**src/rtl/mult_pkg.sv**
```systemverilog
// Shared definitions for the sequential shift-and-add multiplier.
package mult_pkg;

  localparam int STATE_W       = 2;
  localparam int DEFAULT_WIDTH = 8;

  typedef enum logic [STATE_W-1:0] {
    IDLE = 2'd0,
    RUN  = 2'd1,
    DONE = 2'd2
  } state_e;

endpackage

```
**src/rtl/full_adder.sv**
```systemverilog
// One-bit full-adder cell used to build ripple-carry adders.
module full_adder (
  input  logic x_i,
  input  logic y_i,
  input  logic cin_i,
  output logic sum_o,
  output logic cout_o
);

  assign sum_o  = x_i ^ y_i ^ cin_i;
  assign cout_o = (x_i & y_i) | (cin_i & (x_i ^ y_i));

endmodule

```
**src/rtl/ripple_adder.sv**
```systemverilog
// N-bit ripple-carry adder built from full-adder cells; carry-in is zero.
module ripple_adder #(
  parameter int N = 8
) (
  input  logic [N-1:0] x,
  input  logic [N-1:0] y,
  output logic [N-1:0] sum,
  output logic         cout
);

  logic [N:0] carry;

  assign carry[0] = 1'b0;

  for (genvar i = 0; i < N; i++) begin : g_bit
    full_adder u_fa (
      .x_i   (x[i]),
      .y_i   (y[i]),
      .cin_i (carry[i]),
      .sum_o (sum[i]),
      .cout_o(carry[i+1])
    );
  end

  assign cout = carry[N];

endmodule

```
**src/rtl/seq_multiplier.sv**
```systemverilog
// Sequential unsigned multiplier: one multiplier bit per RUN cycle, LSB first.
module seq_multiplier
  import mult_pkg::*;
#(
  parameter int WIDTH = DEFAULT_WIDTH
) (
  input  logic               clk,
  input  logic               rst_n,
  input  logic               start,
  input  logic [WIDTH-1:0]   a,
  input  logic [WIDTH-1:0]   b,
  output logic               busy,
  output logic               done,
  output logic [2*WIDTH-1:0] product
);

  localparam int               CNT_W    = $clog2(WIDTH);
  localparam logic [CNT_W-1:0] LAST_BIT = CNT_W'(WIDTH - 1);

  state_e             state_q;
  logic [WIDTH-1:0]   mcand_q;
  logic [WIDTH-1:0]   mplier_q;
  logic [WIDTH-1:0]   acc_hi_q;
  logic [CNT_W-1:0]   cnt_q;
  logic               busy_q;
  logic               done_q;
  logic [2*WIDTH-1:0] product_q;

  logic [WIDTH-1:0]   addend;
  logic [WIDTH-1:0]   add_sum;
  logic               add_cout;
  logic [WIDTH:0]     partial;
  logic [WIDTH-1:0]   acc_hi_d;
  logic [WIDTH-1:0]   mplier_d;

  assign addend = mplier_q[0] ? mcand_q : '0;

  ripple_adder #(.N(WIDTH)) u_adder (
    .x   (acc_hi_q),
    .y   (addend),
    .sum (add_sum),
    .cout(add_cout)
  );

  // The multiplier register doubles as the low half of the accumulator:
  // consumed multiplier bits shift out while product bits shift in from the top.
  always_comb begin
    partial  = {add_cout, add_sum};
    acc_hi_d = partial[WIDTH:1];
    mplier_d = {partial[0], mplier_q[WIDTH-1:1]};
  end

  always_ff @(posedge clk) begin
    if (!rst_n) begin
      state_q   <= IDLE;
      mcand_q   <= '0;
      mplier_q  <= '0;
      acc_hi_q  <= '0;
      cnt_q     <= '0;
      busy_q    <= 1'b0;
      done_q    <= 1'b0;
      product_q <= '0;
    end else begin
      done_q <= 1'b0;
      unique case (state_q)
        IDLE: begin
          if (start) begin
            mcand_q  <= a;
            mplier_q <= b;
            acc_hi_q <= '0;
            cnt_q    <= '0;
            busy_q   <= 1'b1;
            state_q  <= RUN;
          end
        end
        RUN: begin
          acc_hi_q <= acc_hi_d;
          mplier_q <= mplier_d;
          cnt_q    <= cnt_q + 1'b1;
          if (cnt_q == LAST_BIT) begin
            product_q <= {acc_hi_d, mplier_d};
            done_q    <= 1'b1;
            state_q   <= DONE;
          end
        end
        DONE: begin
          busy_q  <= 1'b0;
          state_q <= IDLE;
        end
        default: begin
          busy_q  <= 1'b0;
          state_q <= IDLE;
        end
      endcase
    end
  end

  assign busy    = busy_q;
  assign done    = done_q;
  assign product = product_q;

endmodule

```
**config.mk**
```make
export PLATFORM = sky130hd
export DESIGN_NAME = seq_multiplier
export DESIGN_NICKNAME = d
export VERILOG_FILES = /design/src/rtl/mult_pkg.sv /design/src/rtl/full_adder.sv /design/src/rtl/ripple_adder.sv /design/src/rtl/seq_multiplier.sv
export SDC_FILE = /design/constraint.sdc
export NUM_CORES = 1
export LEC_CHECK = 0
export ABC_AREA = 1
export CORE_ASPECT_RATIO = 2
export CORE_MARGIN = 3
export CORE_UTILIZATION = 42
export DETAILED_ROUTE_END_ITERATION = 7
export PLACE_DENSITY = 0.69
export SYNTH_ARGS = -nofsm -noshare
export SYNTH_HDL_FRONTEND = slang
export SYNTH_SLANG_ARGS = --single-unit
```
**constraint.sdc**
```tcl
create_clock -name clk -period 3.1 [get_ports clk]
set_input_delay 0.775 -clock clk [delete_from_list [all_inputs] [get_ports clk]]
set_output_delay 0.775 -clock clk [all_outputs]
set_load 0.005 [all_outputs]
```
==> flow_summary.json <==
{
  "status": "finished, violations left",
  "failed_checks": "setup timing",
  "rsz0062_at_grt": "yes",
  "ys_warn_count": 0,
  "r2r_cells": 18,
  "top_layer": "met4",
  "relSlewSlack": 0.530,
  "critPathLaunch": "mcand_q[0]$_SDFFE_PN0P_",
  "crit_required_ns": 3.34,
  "die_h_um": 106,
  "p_clk_frac": 0.332,
  "antenna_cells": 0,
  "drv_slew": 0,
  "fin_area_um2": 2590,
  "cts_tree": "done",
  "ctsHoldBuffers": 0,
  "peakVddDrop_uv": 396,
  "io-pin-count": 37,
  "fin_tns_setup_ns": -0.0407,
  "cts-root-buf": "clkbuf_8",
  "antenna_found_initial": 0,
  "intPower_w": 0.000848,
  "die_width_um": 55.8,
  "fmax_mhz": 319,
  "synth.distinct_cells": 22,
  "leakagePower_nw": 1.19,
  "post_drt_wl_per_cell_um": 12.3,
  "nets": 345,
  "path_max_fanout": 2,
  "synth.cell_area_um2": 2080,
  "route.met2.wl_mm": 2.55,
  "hold_violations": 0,
  "rrSetupSlack_ns": -0.04,
  "grt_pass1_wl_mm": 7.50,
  "via_per_inst": 4.69,
  "grt_max_degree": 28,
  "ys_seq_area_frac": 0.451,
  "r2r_start": "mcand_q[0]$_SDFFE_PN0P_",
  "die_area_um2": 5900,
  "switching_share": 0.271,
  "grt_use_total": 0.166,
  "grt_overflow_total": 0,
  "cts_sinks": 47,
  "clk_pin_slew_ns": 0.09,
  "critPathCaptureType": "flop",
  "wl_met1_mm": 1.75,
  "pwr-share-seq": 0.557,
  "htreeDepth": 2,
  "numPortBuffers": 36,
  "syn_area_per_cell_um2": 7.42,
  "clockBufferDepth": 2,
  "finalPower_w": 0.00116,
  "setup_viol": 2,
  "worst_slew_pin_slew_ns": 0.702,
  "cts_setup_buffers": 0,
  "route.detailed.drc": 0,
  "area_growth_pct": 24.3,
  "period_minus_slack_ns": 3.14,
  "hp-class": "flop to flop",
  "worst_r2r_endpoint": "acc_hi_q[6]$_SDFFE_PN0P_",
  "rows": 35,
  "hpwl_mm": 3.32,
  "dpl_cell_area_um2": 2480,
  "routed_wl_mm": 4.56,
  "cts_buffers": 5,
  "worstSetupPathType": "flop to flop",
  "whs_ns": 0.467,
  "core-area_um2": 4690,
  "power_frac_comb": 0.111,
  "gp_congestion": 0.805,
  "power_density_nw_per_um2": 449,
  "grt_pass1_vias": 1644,
  "drt_iter0_markers": 35,
  "holdPathEnd": "acc_hi_q[1]$_SDFFE_PN0P_",
  "synth_seq_cells": 47,
  "synth_nets": 310,
  "cap_violations": 0,
  "vias": 1746,
  "start_util": 0.445,
  "ant_nets": 0,
  "final_layout_size_suffix_gt1_frac": 0.110,
  "finalCritPeriodShare": 1.01,
  "netSwitchingPower_w": 0.000316,
  "setup_ws_ns": -0.0388,
  "hp-start": "acc_hi_q[1]$_SDFFE_PN0P_",
  "wl_met3_um": 158,
  "startpoint_type": "flop",
  "crit_arrival_ns": 3.37,
  "clk_latency_ns": 0.31,
  "dr.pass1.iters": 4,
  "finClkSkew_ns": 0.00983,
  "syn_inst": 281,
  "hold_depth": 2,
  "fillers": 449
}
-- cell families after synthesis --
logic type	synth area share
fa+ha+maj	0.0852
simple gates	0.318
flops	0.451
compound gates	0.0594
buf+inv	0.0864
-- metal layers --
metal  vias to the layer above  global-route usage
met2                        40               0.319
met3                         6              0.0257
met5                         -                   0
li1                        926                   -
met1                       774               0.167
met4                         0              0.0764
-- timing repair --
item | in CTS | in global routing
resized for setup | 9 | 3
endpoints found under the setup margin | 3 | 4
pin swaps | 2 | 1
-- synth_stat cells --
cell	n	share of area
nand2_1	93	0.17
dfxtp_1	47	0.45
nor2_1	37	0.067
inv_1	27	0.049
nand3_1	24	0.058
a21oi_1	11	0.026
o21ai_0	9	0.022
fa_1	7	0.067
inv_2	4	0.0072
buf_1	3	0.0054
buf_2	3	0.0072
clkbuf_1	3	0.0054
ha_1	3	0.018
buf_4	2	0.0072
buf_6	1	0.0054
nand2_2	1	0.0030
nand2_4	1	0.0054
nor2_4	1	0.0054
nor2_8	1	0.0096
nor3_1	1	0.0024
o21a_1	1	0.0036
o21ai_4	1	0.0078
-- worst max path at each step --
stage / endpoint / slack [ns] / cells after the start
after floorplan: acc_hi_q[6]$_SDFFE_PN0P_ / -0.04 / 19
after global placement: acc_hi_q[6]$_SDFFE_PN0P_ / -0.03 / 18
after detailed placement: acc_hi_q[6]$_SDFFE_PN0P_ / -0.08 / 18
after CTS: acc_hi_q[6]$_SDFFE_PN0P_ / -0.07 / 18
after global routing: acc_hi_q[6]$_SDFFE_PN0P_ / -0.22 / 18
final: acc_hi_q[6]$_SDFFE_PN0P_ / -0.04 / 18
-- layout make-up --
class / count / area [um2] / area share
Sequential cell: 47 / 943 / 0.364
Tap cell: 55 / 68.8 / 0.0266
Multi-Input combinational cell: 191 / 981 / 0.379
Clock buffer: 5 / 68.8 / 0.0266
Inverter: 31 / 116 / 0.0449
Timing Repair Buffer: 40 / 390 / 0.151
Clock inverter: 3 / 22.5 / 0.00869
-- power groups by stage --
| stage | logic, W | clock network, W | registers [W] |
|---|---|---|---|
| floorplan | 0.0000896 | 0 | 0.000653 |
| global placement | 0.000128 | 0 | 0.000661 |
| detailed placement | 0.000130 | 0 | 0.000662 |
| CTS | 0.000131 | 0.000399 | 0.000648 |
| global route | 0.000148 | 0.000419 | 0.000651 |
| finish | 0.000130 | 0.000386 | 0.000648 |
-- layout by cell type, fill, tap and decap left out --
cell type / n
o21ai_4: 1
fa_2: 6
o21ai_0: 9
inv_2: 9
ha_1: 2
nand3_1: 24
fa_1: 1
clkinv_2: 1
inv_1: 22
nand2_2: 1
nor2_1: 37
nand2_1: 93
clkdlybuf4s50_1: 36
o21a_1: 1
nor2_4: 1
inv_6: 2
nor3_1: 1
ha_2: 1
buf_4: 4
a21oi_1: 11
dfxtp_1: 45
clkbuf_8: 5
dfxtp_2: 2
nand2_4: 1
nor2_8: 1
-- registers in the layout, summed over array words and instances (netlist names) --
name and cells:
done 1, mplier_q 8, product 16, state_q 2, mcand_q 8, busy 1, acc_hi_q 8, cnt_q 3
-- worst max-delay path, stage by stage, from the launching register on --
cell     delay [ns]
dfxtp_2        0.33
nand2_1        0.05
inv_1          0.05
ha_2           0.16
inv_2          0.04
fa_2           0.35
fa_2           0.34
inv_2          0.06
fa_2           0.18
inv_2          0.04
fa_2           0.33
inv_2          0.06
fa_2           0.18
fa_2           0.19
inv_2          0.04
fa_1           0.42
inv_1          0.08
nand2_1        0.05
a21oi_1        0.13
-- through the flow --
| stage | util | setup slack [ns] | cells |
|---|---|---|---|
| 2_1_floorplan | - | -0.0441 | 281 |
| 3_3_place_gp | 0.530 | -0.0264 | 364 |
| 6_report | 0.553 | -0.0388 | 372 |
| 5_1_grt | 0.553 | -0.223 | 372 |
| 3_5_place_dp | 0.530 | -0.0828 | 364 |
| 4_1_cts | 0.552 | -0.0694 | 372 |
Note: power is estimated with default switching activity, not from simulation.
